**config.mk**
```make
export PLATFORM = sky130hd
export DESIGN_NAME = instr_queue
export DESIGN_NICKNAME = d
export VERILOG_FILES = /design/src/rtl/instr_queue.sv
export SDC_FILE = /design/constraint.sdc
export NUM_CORES = 1
export LEC_CHECK = 0
export BUFFER_PORTS_ARGS = -buffer_cell sky130_fd_sc_hd__buf_2
export CAP_MARGIN = 5
export CORE_UTILIZATION = 45
export DETAILED_ROUTE_END_ITERATION = 8
export GPL_TIMING_DRIVEN = 0
export SETUP_SLACK_MARGIN = 0.05
export SYNTH_ARGS = -nofsm -noshare
export SYNTH_HDL_FRONTEND = slang
export SYNTH_SLANG_ARGS = --single-unit
export TNS_END_PERCENT = 30
```
**constraint.sdc**
```tcl
create_clock -name clk -period 8.2 [get_ports clk]
set_input_delay 1.23 -clock clk [delete_from_list [all_inputs] [get_ports clk]]
set_output_delay 1.23 -clock clk [all_outputs]
set_load 0.1 [all_outputs]
```
**src/rtl/instr_queue.sv**
```systemverilog
// instr_queue: circular FIFO of fetched {pc, instr} pairs between fetch and decode.
//
// The oldest entry is presented first-word-fall-through on pc_to_dc/instr_to_dc.
// A flush from the ROB discards every entry in one cycle.
//
// Ports:
//   clk               system clock, rising edge
//   rst               asynchronous active-low reset
//   valid_from_fetch  fetch offers {pc_from_fetch, instr_from_fetch} this cycle
//   pc_from_fetch     pc of the offered instruction
//   instr_from_fetch  raw instruction word
//   is_full_to_fetch  queue holds Depth entries; an offer now is dropped
//   rdy_from_dc       decoder consumes the head entry this cycle
//   clr_from_rob      flush: discard all entries (wins over push and pop)
//   is_empty_to_dc    queue holds no entries
//   pc_to_dc          pc of the head entry (0 when empty)
//   instr_to_dc       instruction word of the head entry (0 when empty)
//   cnt               current occupancy, 0..Depth
module instr_queue #(
    parameter int unsigned Depth     = 16,
    parameter int unsigned AddrWidth = 4
) (
    input  logic                 clk,
    input  logic                 rst,
    input  logic                 valid_from_fetch,
    input  logic [31:0]          pc_from_fetch,
    input  logic [31:0]          instr_from_fetch,
    output logic                 is_full_to_fetch,
    input  logic                 rdy_from_dc,
    input  logic                 clr_from_rob,
    output logic                 is_empty_to_dc,
    output logic [31:0]          pc_to_dc,
    output logic [31:0]          instr_to_dc,
    output logic [AddrWidth:0]   cnt
);

    localparam logic [AddrWidth:0] FullCnt = (AddrWidth + 1)'(Depth);

    logic [AddrWidth-1:0] head_q, head_d;
    logic [AddrWidth-1:0] tail_q, tail_d;
    logic [AddrWidth:0]   cnt_q, cnt_d;

    logic [31:0] pc_mem    [Depth];
    logic [31:0] instr_mem [Depth];

    logic empty, full, push, pop;

    // Flags come from the registered count only, so no input reaches them combinationally.
    assign empty = (cnt_q == '0);
    assign full  = (cnt_q == FullCnt);

    assign push = valid_from_fetch && !full;
    assign pop  = rdy_from_dc && !empty;

    always_comb begin
        head_d = head_q;
        tail_d = tail_q;
        cnt_d  = cnt_q;
        if (clr_from_rob) begin
            head_d = '0;
            tail_d = '0;
            cnt_d  = '0;
        end else begin
            if (push) begin
                tail_d = tail_q + 1'b1;
            end
            if (pop) begin
                head_d = head_q + 1'b1;
            end
            unique case ({push, pop})
                2'b10:   cnt_d = cnt_q + 1'b1;
                2'b01:   cnt_d = cnt_q - 1'b1;
                default: cnt_d = cnt_q;
            endcase
        end
    end

    always_ff @(posedge clk or negedge rst) begin
        if (!rst) begin
            head_q <= '0;
            tail_q <= '0;
            cnt_q  <= '0;
        end else begin
            head_q <= head_d;
            tail_q <= tail_d;
            cnt_q  <= cnt_d;
        end
    end

    // Storage is deliberately not reset; the head outputs are masked while empty.
    always_ff @(posedge clk) begin
        if (push && !clr_from_rob) begin
            pc_mem[tail_q]    <= pc_from_fetch;
            instr_mem[tail_q] <= instr_from_fetch;
        end
    end

    assign pc_to_dc         = empty ? 32'h0 : pc_mem[head_q];
    assign instr_to_dc      = empty ? 32'h0 : instr_mem[head_q];
    assign is_empty_to_dc   = empty;
    assign is_full_to_fetch = full;
    assign cnt              = cnt_q;

endmodule
```
==> results.yml <==
detailed_routing:
  drt_iter0_markers: 1601
  vias_per_cell: 5.77
  wirelength_um: 89800
  avgRoutedWirePerCell_um: 27.8
  drc: 0
  detail-route-antenna-nets: 0
  dr_total_vias: 18600
  drt_pass1_iterations: 5
clock_network:
  ctsResizeCount: 0
  cts_made_buffers: 103
  cts.sinks: 1037
  cts-root-buf: "clkbuf_16"
  postCtsHoldBufs: 0
  path_clk_slew_ps: 60
  clk_latency_ps: 660
  h-tree-depth: 3
  cts_tree: "yes"
  clockBufferDepth: 3
  post_cts_buffers: 0
pwr:
  leakage_uw: 0.0143
  ir_worst_vdd_v: 0.000330
  p_sw_share_pct: 35.2
  power.internal_uw: 9860
  seqPwrFrac_pct: 39.1
  power_frac_comb_pct: 30.5
  power_switching_uw: 5370
  p_clk_share_pct: 30.4
  powerDensity_nw_per_um2: 329
floorplanning:
  dieArea_um2: 89200
  chipHeight_um: 299
  io_pins: 140
  die_w_um: 299
  core_area_um2: 86900
  start_util_pct: 45.6
  rows: 108
yosys:
  ys_warn_count: 0
  synth_fa_ha_area_share_pct: 0.221
  synth_compound_area_share_pct: 1.39
  syn-num-nets: 1752
  synth_flop_cell: "edfxtp_1"
  synth_top_family_by_area: "multiplexers"
  synth_edf_count: 1024
  synthCells: 1676
  synth-simple-area-share_pct: 0.689
  synth.area.mux_share_pct: 17.9
  synth_area_um2: 39600
  synth_xor_area_share_pct: 0.199
  syn_avg_cell_area_um2: 23.6
  ys_types: 36
  ys_seq_area_share_pct: 78.5
  async_reset_ff_share_pct: 1.25
  synth-seq-cells: 1037
placed_design:
  port_buffers: 138
  dpl-instance-area_um2: 42900
  gp_congestion: 0.742
  dp_hpwl_um: 57200
  dp_slack_ps: 3600
final_layout:
  drive_gt1_share_pct: 33.1
  area_delta_synth_final_pct: 16.9
  layout.nets: 2063
  stdcell_area_um2: 46300
  fillerInstances: 6581
grt:
  track_usage_pct: 20.3
  grt_pass1_vias: 19200
  antenna_found_initial: 9
  grt_pass1_wl_um: 130000
  grt_max_degree: 25
  grt-ovfl-total: 0
worst_setup_path:
  crit_type: "flip-flop to primary output"
  cp-start-kind: "flip-flop"
  critPathArrivalTime_ps: 4020
  crit_path_end_kind: "primary output"
  cp_max_fo: 10
  crit_required_ps: 6970
run:
  drv_cap: 0
timing:
  fmax_mhz: 191
  timing_hold_violations_final: 0
  slew-limit-headroom_pct: 18.6
  setup_viol: 0
  timing.hold.ws_ps: 486
  rsz0062_at_grt: "no"
  setup-tns-final_ps: 0
  post-route-min-period_ps: 5250
  max_slew.worst_pin.slew_ps: 1220
  worst_clock_skew_ps: 24.3
  period_share_pct: 64.0
  fin_ws_ps: 2950
  slew_viol_final: 0
outcome:
  status: "finished, final reports clean"
min_path:
  hold_class: "input pin to async pin"
==> layer usage <==
metal  vias to the layer above  share of wire (%)  track usage (%)
li1                       7817                  -                -
met4                        10                1.9             5.63
met3                       123                6.0             3.03
met2                       628                 49             33.1
met1                     10000                 43             28.8
met5                         -              0.062                0
==> worst max-delay path, cell delays in order, from the launching register on <==
cell	delay, ps
dfrtp_1	350
buf_2	230
clkbuf_1	650
clkbuf_1	770
mux4_2	360
mux2i_1	90
o22ai_1	400
buf_2	510
==> per-stage QoR <==
stage	util [%]	power [uW]	instances
final	53.3	15200	3228
after detailed placement	49.4	10800	3037
after global routing	53.3	15700	3228
after CTS	53.3	15400	3225
after global placement	48.0	10700	2969
after floorplan	-	9680	1676
==> cell usage after synthesis, types with 4 or more instances <==
cell | n | area [um^2]
mux2i_1 | 131 | 1310
edfxtp_1 | 1024 | 30700
a21oi_1 | 6 | 30.0
xor2_1 | 7 | 61.3
clkbuf_1 | 26 | 97.6
buf_1 | 19 | 71.3
mux4_2 | 256 | 5770
inv_1 | 4 | 15.0
ha_1 | 7 | 87.6
nand2_1 | 11 | 41.3
o22ai_1 | 64 | 400
buf_2 | 45 | 225
nand2b_1 | 5 | 31.3
nor3_1 | 4 | 20.0
dfrtp_1 | 13 | 325
nor2_1 | 25 | 93.8
==> layout make-up <==
type	count	area [um^2]	area share, %
antenna	3	7.51	0.0162
buffer	94	428	0.924
clock buffer	123	2680	5.80
clock inverter	65	649	1.40
inverter	4	15.0	0.0324
multi-input combinational	541	8180	17.7
sequential	1037	31100	67.1
tap	1155	1450	3.12
timing repair buffer	206	1810	3.90
==> power groups by stage <==
stage          registers [uW]  logic (uW)  clock network (uW)
2_1_floorplan            6140        3540                   0
3_3_place_gp             6080        4640                   0
3_5_place_dp             6060        4710                   0
4_1_cts                  5950        4720                4710
5_1_grt                  5950        4850                4900
6_report                 5950        4650                4630
==> layout by cell type, fill, tap and decap left out, drive strengths merged, types with 4 or more instances in the layout <==
master | netlist | routed
edfxtp | 1024 | 1024
buf | 68 | 274
mux4 | 256 | 256
clkbuf | 26 | 149
mux2i | 131 | 131
o22ai | 64 | 64
clkinv | 0 | 42
nor2 | 25 | 25
dfrtp | 13 | 13
nand2 | 11 | 11
bufinv | 0 | 11
clkinvlp | 0 | 9
xor2 | 7 | 7
ha | 7 | 7
inv | 4 | 7
a21oi | 6 | 6
nand2b | 5 | 5
nor3 | 4 | 4
nand3 | 4 | 4
==> final timing paths <==
check                           from             to  slack (ps)  cells after the start
max in group asynchronous        rst      tail_q[0]        7460                      1
min in group clk           head_q[3]      head_q[3]         640                      2
max reg2reg                   cnt[0]  pc_mem[0][28]        5000                      8
min                              rst         cnt[4]         490                      1
min reg2reg                head_q[3]      head_q[3]         640                      2
max                        head_q[1]    pc_to_dc[7]        2950                      7
==> state kept, by name (all words and copies together) (netlist names) <==
signal	cells
pc_mem	512
head_q	4
instr_mem	512
cnt	5
tail_q	4
==> cells by family after synthesis <==
group	after synthesis
xor gates and xnor gates	9
buffers and inverters	98
muxes	387
AOI/OAI and AO/OA	81
DFF	1037
adders and majority gates	7
and+or+nand+nor	57
(Power assumes the default switching activity.)
